**config.mk**
```make
export PLATFORM = sky130hd
export DESIGN_NAME = fetch_stage
export DESIGN_NICKNAME = d
export VERILOG_FILES = /design/src/rtl/cpu_pkg.sv /design/src/rtl/pc_incrementer.sv /design/src/rtl/fetch_stage.sv
export SDC_FILE = /design/constraint.sdc
export NUM_CORES = 1
export LEC_CHECK = 0
export ABC_AREA = 1
export CAP_MARGIN = 15
export CORE_MARGIN = 5
export CORE_UTILIZATION = 34
export DETAILED_ROUTE_END_ITERATION = 10
export PLACE_DENSITY_LB_ADDON = 0.3
export SYNTH_ARGS = -nofsm -noshare
export SYNTH_HDL_FRONTEND = slang
export SYNTH_SLANG_ARGS = --single-unit
```
**constraint.sdc**
```tcl
create_clock -name clk -period 1.35 [get_ports clk]
set_input_delay 0.27 -clock clk [delete_from_list [all_inputs] [get_ports clk]]
set_output_delay 0.27 -clock clk [all_outputs]
set_load 0.01 [all_outputs]
```
**src/rtl/cpu_pkg.sv**
```systemverilog
// cpu_pkg: shared constants and types for the 10-bit pipelined CPU.
//   W        - datapath / PC / instruction width
//   RESET_PC - PC value loaded on reset
//   word_t   - one datapath word
package cpu_pkg;

    localparam int W = 10;

    typedef logic [W-1:0] word_t;

    localparam word_t RESET_PC = 10'h000;

endpackage : cpu_pkg

```
**src/rtl/pc_incrementer.sv**
```systemverilog
// pc_incrementer: W-bit ripple-free adder used as the PC incrementer.
// Ports:
//   a, b  - W-bit operands
//   cin   - carry in
//   sum   - W-bit result (wraps on overflow)
//   cout  - carry out of the top bit
module pc_incrementer
    import cpu_pkg::*;
#(
    parameter int W = cpu_pkg::W
) (
    input  logic [W-1:0] a,
    input  logic [W-1:0] b,
    input  logic         cin,
    output logic [W-1:0] sum,
    output logic         cout
);

    // Zero-extend both operands by one bit so the carry lands in the MSB.
    assign {cout, sum} = {1'b0, a} + {1'b0, b} + {{W{1'b0}}, cin};

endmodule : pc_incrementer

```
**src/rtl/fetch_stage.sv**
```systemverilog
// fetch_stage: instruction-fetch stage of the 10-bit pipelined CPU.
// Holds the PC, selects the next PC, drives the instruction-memory address
// and latches the fetched instruction + its PC into the IF/ID register.
// Ports:
//   clk, reset        - rising-edge clock, synchronous active-high reset
//   j_cntrl           - next PC comes from the selected jump target
//   pc_en             - PC register loads next PC (else holds)
//   pc_hazard         - sequential path replays pc_out instead of pc+1
//   E, F              - jump-target source select (EX, then M, else IF)
//   cache_Ready       - IF register captures instruction and PC
//   LA_IF/LA_EX/LA_M  - jump targets from IF/decode, EX and M stages
//   imem_rdata        - combinational instruction memory read data
//   imem_addr         - current PC (instruction memory address)
//   instruction_out   - IF-register instruction
//   pc_out            - IF-register PC
module fetch_stage
    import cpu_pkg::*;
#(
    parameter int           W        = cpu_pkg::W,
    parameter logic [W-1:0] RESET_PC = cpu_pkg::RESET_PC
) (
    input  logic         clk,
    input  logic         reset,
    input  logic         j_cntrl,
    input  logic         pc_en,
    input  logic         pc_hazard,
    input  logic         E,
    input  logic         F,
    input  logic         cache_Ready,
    input  logic [W-1:0] LA_IF,
    input  logic [W-1:0] LA_EX,
    input  logic [W-1:0] LA_M,
    input  logic [W-1:0] imem_rdata,
    output logic [W-1:0] imem_addr,
    output logic [W-1:0] instruction_out,
    output logic [W-1:0] pc_out
);

    // IF/ID pipeline register contents.
    typedef struct packed {
        logic [W-1:0] instr;
        logic [W-1:0] pc;
    } if_reg_t;

    logic [W-1:0] pc;
    logic [W-1:0] pc_inc;
    logic [W-1:0] la;
    logic [W-1:0] seq;
    logic [W-1:0] next_pc;
    logic         pc_inc_cout_unused;
    if_reg_t      if_reg;

    // PC + 1; the carry is dropped so 3FF wraps to 000.
    pc_incrementer #(
        .W (W)
    ) u_pc_inc (
        .a    (pc),
        .b    ({{(W-1){1'b0}}, 1'b1}),
        .cin  (1'b0),
        .sum  (pc_inc),
        .cout (pc_inc_cout_unused)
    );

    // Later pipeline stages carry the more recent control decision, so EX
    // beats M beats IF when several targets are offered at once.
    always_comb begin
        la = LA_IF;
        if (E)
            la = LA_EX;
        else if (F)
            la = LA_M;
    end

    // A hazard replays the PC that was last captured into the IF register,
    // i.e. the instruction that must be fetched again.
    assign seq     = pc_hazard ? if_reg.pc : pc_inc;
    assign next_pc = j_cntrl ? la : seq;

    always_ff @(posedge clk) begin
        if (reset)
            pc <= RESET_PC;
        else if (pc_en)
            pc <= next_pc;
    end

    // Capture is independent of pc_en: a full stall needs both dropped.
    always_ff @(posedge clk) begin
        if (reset) begin
            if_reg.instr <= '0;
            if_reg.pc    <= RESET_PC;
        end else if (cache_Ready) begin
            if_reg.instr <= imem_rdata;
            if_reg.pc    <= pc;
        end
    end

    assign imem_addr       = pc;
    assign instruction_out = if_reg.instr;
    assign pc_out          = if_reg.pc;

endmodule : fetch_stage

```
==> metrics.cfg, run 1 <==
[route]
routed_via_density = 4.78
drc = 0
vias = 1880
first_iter_violations = 83
firstDrtPassIters = 4
routed_wl_mm = 5.22
final_antenna_net_count = 0
wl_per_cell_um = 13.3

[worst_setup_path]
worstSetupPathType = flop to output port
worstSetupEndpointType = output port
max_stage_delay_ns = 0.42
critPathArrivalTime_ns = 1.01
path_max_fanout = 5
cp-start-kind = flop
slowest_stage = dfxtp_1
crit_required_ns = 1.08
crit_buf_inv = 1
crit_chain = dlygate4sd2_1
critPathTopFamily = flip-flops

[cells_and_area]
mostFrequentLayoutCell = nor2_1
drive_gt1_share_pct = 10.6
final_cells = 393
fin_nets = 387
num-fill-cells = 473
layout_common_cells = nor2_1 (54), clkdlybuf4s50_1 (47), nand2_1 (38)
seq_area_um2 = 608
area_growth_pct = 60.2
multiInputGateArea_um2 = 883
n_antenna_cell = 0

[synthesis]
synth.area.top_cells = dfxtp_1 (37%), nor2_1 (12%), o21ai_0 (10%)
netlist_area_um2 = 1620
ys_ff_latch = 30
yosysUniqueCellTypes = 24
ys_warn_count = 0
synth_top_area_share_pct = 37.0
synth_area_leader_cell = dfxtp_1
syn_avg_cell_area_um2 = 6.49
synth_cells = 250
ys_seq_area_share_pct = 37.0
synthesis.nets = 299

[worst_hold_path]
hold_class = flop to flop

[clock_network]
hold_buffers = 0
cts_tree = done
cts_setup_buffers = 0
clockRootBuffer = clkbuf_8
cts_buffer_depth = 2
cts.sinks = 30
numCtsBuffers = 5
clk_pin_slew_ns = 0.07
h-tree-depth = 2
insertion_delay_ns = 0.28

[global_routing]
grt_pass1_wl_mm = 8.86
grt_usage_pct = 17.6
met3_usage_pct = 4.99
grt.busiest_layer = met2
grt_max_degree = 19
grtUsageMet2_pct = 26.2
grt_pass1_vias = 1902
grt_overflow_total = 0
antenna_found_initial = 0
gr-usage-met1_pct = 23.9

[timing]
finalClockSkew_ns = 0.00300
tightest_slew_ns = 0.422
setup_viol = 0
setup_ws_ns = 0.0726
period_share_pct = 94.6
hold_viol_final = 0
rsz0062_at_grt = yes
slew_headroom_pct = 71.8
fin_hold_ws_ns = 0.493
fmax_mhz = 783
finalMaxSlewViolations = 0
fin_crit_ns = 1.28

[power]
total_power_mw = 2.45
peakVddDrop_v = 0.000442
power.density_nw_per_um2 = 944
leakagePower_nw = 1.19

[placement]
place_hpwl_mm = 3.92
place_congestion = 0.826
detailedPlace.worstSlack_ns = -0.208
dpl.cell_count = 385
io_buffers = 77

[run_status]
status = completed

[floorplanning]
start_util_pct = 34.6
core_area_um2 = 4690
die_x_um = 79.1
chipHeight_um = 79.1
io_pins = 78
die_area_um2 = 6250
rows = 25

[run]
drv_cap = 0

## power breakdown
part           switching [mW]  internal [mW]  leakage [nW]
clock network           0.349          0.542        0.0579
logic                   0.265          0.299         0.885
registers              0.0495          0.949         0.250
total                   0.664           1.79          1.19
## final cells by class
class | count | share of cell area [%]
Clock buffer | 5 | 2.65
Multi-Input combinational cell | 187 | 34.0
Inverter | 21 | 3.03
Clock inverter | 3 | 1.54
Tap cell | 54 | 2.60
Timing Repair Buffer | 93 | 32.8
Sequential cell | 30 | 23.4
## layer usage
| layer | share of wire, % | up-vias |
|---|---|---|
| li1 | - | 998 |
| met1 | 49 | 809 |
| met2 | 41 | 64 |
| met3 | 7.4 | 9 |
| met4 | 2.1 | 0 |
| met5 | 0 | - |
## state kept, by name, summed over array words and instances, names as in the netlist
| register | cells |
|---|---|
| pc_out | 10 |
| imem_addr | 10 |
| instruction_out | 10 |
## cell usage after synthesis (all sizes together)
cell type and n:
nor2 56, nand2 39, o21ai 34, dfxtp 30, a21oi 28, inv 19, nand3 19, buf 7
clkbuf 5, o211ai 3, a31oi 2, clkinv 2, nand4 2, o31ai 2, ha 1, xor2 1
## worst paths after layout
check | startpoint | to | slack, ns | cells past startpoint
setup / recovery | imem_addr[2]$_SDFFE_PP0P_ | imem_addr[2] | 0.07 | 1
hold / removal | instruction_out[8]$_SDFFE_PP0P_ | instruction_out[8]$_SDFFE_PP0P_ | 0.49 | 2
setup reg to reg | imem_addr[0]$_SDFFE_PP0P_ | imem_addr[7]$_SDFFE_PP0P_ | 0.11 | 8
hold reg to reg | instruction_out[8]$_SDFFE_PP0P_ | instruction_out[8]$_SDFFE_PP0P_ | 0.49 | 2
## through the flow
stage                     util, %  cell area (um2)  TNS (ns)
final                        55.4             2600         0
after global routing         55.4             2600   -0.0487
after CTS                    55.1             2580         0
after detailed placement     53.5             2510     -2.06
after global placement       53.5             2510     -1.69
after floorplan                 -             1620         0
## cell families after synthesis
logic type,share of synthesized area (%)
simple gates,29.8
compound gates,22.7
buf+inv,9.17
flops,37.0
xor+xnor,0.540
fa+ha+maj,0.771
## what timing repair did
action | 4_1_cts | 5_1_grt
setup endpoints to repair | 30 | 5
gates resized for setup | 31 | 7
pin swaps | 0 | 1
Power figures use the tool's default switching activity.
==> inputs of run 2 (changes only) <==
ABC_CLOCK_PERIOD_IN_PS = 1490   (was unset)
CTS_CLUSTER_SIZE = 25   (was unset)
clock period = 1.49 ns   (was 1.35 ns; I/O delays follow)
==> metrics.cfg, run 2 (synthesized netlist as in run 1, its figures left out) <==
[floorplanning]
rows = 25  ; unchanged
chipHeight_um = 79.1  ; unchanged
die_area_um2 = 6250  ; unchanged
start_util_pct = 34.6  ; unchanged
die_x_um = 79.1  ; unchanged
core_area_um2 = 4690  ; unchanged
io_pins = 78  ; unchanged

[timing]
setup_ws_ns = 0.0391  ; -0.0335 ns
hold_viol_final = 0  ; unchanged
slew_headroom_pct = 75.1  ; +3.3 points
period_share_pct = 97.4
tightest_slew_ns = 0.373  ; -0.0493 ns
rsz0062_at_grt = no
fin_crit_ns = 1.45
setup_tns_ns = 0  ; unchanged
setup_viol = 0  ; unchanged
fmax_mhz = 689
finalClockSkew_ns = 0.00614  ; +0.00314 ns
finalMaxSlewViolations = 0  ; unchanged

[global_routing]
grt_max_degree = 19  ; unchanged
grt_usage_pct = 15.4  ; -2.2 points
grt_pass1_wl_mm = 7.82  ; -12%
antenna_found_initial = 0  ; unchanged
grt_overflow_total = 0  ; unchanged
grt_pass1_vias = 1762  ; -7.4%

[worst_setup_path]
crit_required_ns = 1.19  ; +0.11 ns
cp-start-kind = flop
reg2regPathDepth = 6  ; -2
crit_path_end = instruction_out[9]
worstSetupPathType = flop to output port
worstSetupEndpointType = output port
crit_chain = clkdlybuf4s50_1
max_stage_delay_ns = 0.54  ; +0.12 ns
critPathArrivalTime_ns = 1.15  ; +0.14 ns
r2r_start = imem_addr[0]$_SDFFE_PP0P_
rr_endpoint = imem_addr[2]$_SDFFE_PP0P_
crit_buf_inv = 1  ; unchanged
worstSetupPathDepth = 1  ; unchanged
critPathTopFamily = buffers and inverters
r2r_setup_slack_ns = 0.21  ; +0.10 ns
path_max_fanout = 2  ; -3
slowest_stage = clkdlybuf4s50_1
startpoint = instruction_out[9]$_SDFFE_PP0P_

[placement]
place_hpwl_mm = 3.79  ; -3.4%
io_buffers = 77  ; unchanged
dpl.cell_count = 382  ; -0.78%
detailedPlace.worstSlack_ns = -0.119  ; +0.0894 ns
place_congestion = 0.808  ; -2.2%

[route]
routed_via_density = 4.69  ; -1.9%
vias = 1825  ; -2.9%
first_iter_violations = 88  ; +6.0%
routed_wl_mm = 4.87  ; -6.7%
drc = 0  ; unchanged
wl_per_cell_um = 12.5  ; -5.8%
final_antenna_net_count = 0  ; unchanged
firstDrtPassIters = 4  ; unchanged

[power]
leakagePower_nw = 1.24  ; +3.7%
peakVddDrop_v = 0.000407  ; -8.0%
total_power_mw = 2.02  ; -18%
power.density_nw_per_um2 = 781  ; -17%

[run_status]
status = completed

[cells_and_area]
mostFrequentLayoutCell = clkdlybuf4s50_1
final_cells = 389  ; -1.0%
drive_gt1_share_pct = 9.25  ; -1.4 points
fin_nets = 384  ; -0.78%
n_antenna_cell = 0  ; unchanged
area_growth_pct = 59.1
fin_util_pct = 55.0  ; -0.37 points
layout_common_cells = clkdlybuf4s50_1 (57), nor2_1 (54), nand2_1 (39)

[clock_network]
h-tree-depth = 2  ; unchanged
clockRootBuffer = clkbuf_8
numCtsBuffers = 5  ; unchanged
cts_buffer_depth = 2  ; unchanged
cts_tree = done
cts.sinks = 30  ; unchanged
clk_pin_slew_ns = 0.06  ; about the same
insertion_delay_ns = 0.27  ; about the same

[worst_hold_path]
hold_class = flop to flop

[run]
drv_cap = 0  ; unchanged

==> run 2: report_power, final <==
group / total (mW) / leakage [nW] / switching, mW / internal [mW]
Sequential: 0.911 / 0.250 / 0.0480 / 0.863
Clock: 0.593 / 0.0438 / 0.281 / 0.312
Combinational: 0.512 / 0.944 / 0.231 / 0.282
==> run 2: through the flow <==
| step | cell area, um2 | hold slack [ns] |
|---|---|---|
| global placement | 2490 | 0.470 |
| CTS | 2560 | 0.484 |
| floorplan | 1620 | 0.433 |
| finish | 2580 | 0.482 |
| global route | 2580 | 0.520 |
| detailed placement | 2490 | 0.474 |
==> run 2: worst register-to-register path, delay by kind of cell, from the launching register on <==
family	cells	cell delay (ns)
compound gates	2	0.33
flops	1	0.36
fa+ha+maj	1	0.22
buf+inv	1	0.10
simple gates	2	0.20
==> run 2: layout make-up <==
class,instances,area [um2]
tap,54,67.6
inverter,21,78.8
sequential,30,607
fill,469,2110
timing repair buffer,90,877
clock inverter,2,10.0
clock buffer,5,68.8
multi-input combinational,187,873
==> run 2: what timing repair did <==
action / 4_1_cts / 5_1_grt
setup buffers: 0 / 0
endpoints found under the setup margin: 11 / 9
hold buffers: 0 / 0
gates resized for setup: 16 / 9
==> run 2: worst min-delay path by stage <==
stage,startpoint,endpoint,slack (ns),cells after the start
global placement,pc_out[1]$_SDFFE_PP0P_,pc_out[1]$_SDFFE_PP0P_,0.47,2
finish,pc_out[1]$_SDFFE_PP0P_,pc_out[1]$_SDFFE_PP0P_,0.48,2
detailed placement,pc_out[1]$_SDFFE_PP0P_,pc_out[1]$_SDFFE_PP0P_,0.47,2
floorplan,imem_rdata[0],instruction_out[0]$_SDFFE_PP0P_,0.43,2
global route,instruction_out[8]$_SDFFE_PP0P_,instruction_out[8]$_SDFFE_PP0P_,0.52,2
CTS,pc_out[1]$_SDFFE_PP0P_,pc_out[1]$_SDFFE_PP0P_,0.48,2
==> run 2: layer usage <==
layer | part of all wire [%] | wire length, um | track usage, %
met1 | 50 | 2430 | 20.3
met2 | 42 | 2060 | 24.1
met3 | 6.1 | 295 | 3.17
met4 | 1.8 | 87 | 7.04
met5 | 0 | 0 | 0
==> inputs of run 3 (changes only) <==
CORE_ASPECT_RATIO = 0.6   (was unset)
SETUP_SLACK_MARGIN = 0.4   (was unset)
==> metrics.cfg, run 3 (synthesized netlist as in run 1, its figures left out) <==
[worst_setup_path]
critPathTopFamily = simple AND/OR/NAND/NOR gates
crit_buf_inv = 0  ; -1
crit_chain = ha_4 -> nand2_4 -> nor2_4 -> nand3_1 -> nand2_1 -> nand3_1 -> nand2_1 -> a21oi_2
worstSetupEndpointType = flop
max_stage_delay_ns = 0.40  ; -0.14 ns
path_max_fanout = 5  ; +3
slowest_stage = dfxtp_4
worstSetupPathType = flop to flop
cp-start-kind = flop
crit_required_ns = 1.66  ; +0.47 ns
critPathArrivalTime_ns = 1.33  ; +0.18 ns

[global_routing]
grt_max_degree = 31  ; +12
met3_usage_pct = 5.73  ; +2.6 points
antenna_found_initial = 0  ; unchanged
grt_pass1_wl_mm = 8.60  ; +10%
grt_usage_pct = 16.7  ; +1.3 points
grt_overflow_total = 0  ; unchanged
grt_pass1_vias = 1749  ; -0.74%
gr-usage-met1_pct = 24.9  ; +4.6 points
grtUsageMet2_pct = 22.8  ; -1.2 points
grt.busiest_layer = met1

[floorplanning]
core_area_um2 = 4590  ; -2.2%
io_pins = 78  ; unchanged
die_area_um2 = 6300  ; +0.73%
chipHeight_um = 63.5  ; -20%
start_util_pct = 35.4  ; +0.78 points
rows = 19  ; -24%
die_x_um = 99.2  ; +25%

[clock_network]
numCtsBuffers = 5  ; unchanged
clk_pin_slew_ns = 0.07  ; about the same
h-tree-depth = 2  ; unchanged
insertion_delay_ns = 0.29  ; +0.02 ns
cts_buffer_depth = 2  ; unchanged
cts_tree = done
clockRootBuffer = clkbuf_8
cts.sinks = 30  ; unchanged

[timing]
setup_viol = 0  ; unchanged
finalClockSkew_ns = 0.00968  ; +0.00355 ns
finalMaxSlewViolations = 0  ; unchanged
tightest_slew_ns = 0.330  ; -0.0425 ns
period_share_pct = 78.3  ; -19 points
setup_tns_ns = 0  ; unchanged
slew_headroom_pct = 78.0  ; +2.9 points
fmax_mhz = 858  ; +24%
fin_crit_ns = 1.17  ; -0.285 ns
hold_viol_final = 0  ; unchanged
rsz0062_at_grt = yes

[power]
power.density_nw_per_um2 = 912  ; +17%
leakagePower_nw = 1.19  ; -3.5%
peakVddDrop_v = 0.000381  ; -6.2%

[cells_and_area]
area_growth_pct = 69.5
n_antenna_cell = 0  ; unchanged
layout_common_cells = nor2_1 (53), clkdlybuf4s50_1 (42), nand2_1 (36)
fin_nets = 391  ; +1.8%
final_cells = 406  ; +4.4%
mostFrequentLayoutCell = nor2_1
drive_gt1_share_pct = 30.6  ; +21 points
fin_util_pct = 59.9  ; +4.9 points
num-fill-cells = 423  ; -9.8%

[route]
drc = 0  ; unchanged
first_iter_violations = 126  ; +43%
routed_wl_mm = 5.42  ; +11%
firstDrtPassIters = 4  ; unchanged
vias = 1975  ; +8.2%
routed_via_density = 4.86  ; +3.7%
wl_per_cell_um = 13.4  ; +6.8%
final_antenna_net_count = 0  ; unchanged

[placement]
io_buffers = 77  ; unchanged
place_congestion = 0.817  ; +1.2%
place_hpwl_mm = 3.87  ; +2.3%
dpl.cell_count = 390  ; +2.1%

[run]
drv_cap = 0  ; unchanged

[worst_hold_path]
hold_class = flop to flop

[run_status]
status = completed

[run 3: cell count changes in the layout (fill, tap and decap cells not counted), sizes merged]
| cell | delta |
|---|---|
| dlymetal6s2s | -9 |
| dlygate4sd2 | -7 |
| clkdlybuf4s50 | -15 |
| clkinv | -2 |
| bufinv | +2 |
| clkinvlp | +4 |
| inv | -2 |
| buf | +35 |
| clkbuf | +2 |
[run 3: layout make-up]
type                       instances  area [um2]  share of cell area [%]
clock buffer                       6        82.6                    3.00
clock inverter                     2        60.1                    2.18
inverter                          21         101                    3.69
multi-input combinational        187         956                    34.8
sequential                        30         641                    23.3
tap                               63        78.8                    2.87
timing repair buffer              95         816                    29.7
timing repair inverter             2        15.0                   0.546
[run 3: routing by layer]
metal / up-vias / share of wire [%]
li1: 1012 / -
met1: 901 / 49
met2: 58 / 42
met3: 4 / 7.7
met4: 0 / 0.35
met5: - / 0
[run 3: final timing paths]
kind / from / to / slack [ns] / depth (start not counted)
min reg2reg: instruction_out[9]$_SDFFE_PP0P_ / instruction_out[9]$_SDFFE_PP0P_ / 0.49 / 2
min: instruction_out[9]$_SDFFE_PP0P_ / instruction_out[9]$_SDFFE_PP0P_ / 0.49 / 2
max reg2reg: imem_addr[1]$_SDFFE_PP0P_ / imem_addr[8]$_SDFFE_PP0P_ / 0.32 / 8
max: imem_addr[1]$_SDFFE_PP0P_ / imem_addr[8]$_SDFFE_PP0P_ / 0.32 / 8
[run 3: stage by stage]
step	instance area (um2)	hold WS, ns	power, mW	worst slack, ns
after floorplan	1650	0.433	1.15	0.399
after global placement	2530	0.471	1.46	-0.111
after detailed placement	2530	0.468	1.47	-0.156
after CTS	2670	0.476	2.49	0.311
after global routing	2750	0.512	2.63	0.254
final	2750	0.489	2.51	0.324
[run 3: repair_timing]
action                                  CTS  global route
resized for setup                       159            29
cloned                                    2             0
pin swaps                                 4            10
endpoints found under the setup margin   41            24
hold buffers                              0             0
setup buffers                             4             2
[run 3: where the power goes]
part,internal (mW),switching [mW]
Combinational,0.287,0.269
Sequential,0.866,0.0493
Clock,0.713,0.325
[run 3: worst min-delay path, cell delays in order (launching register included)]
cell     delay, ns
dfxtp_2       0.32
o21ai_0       0.06
nor2_1        0.07
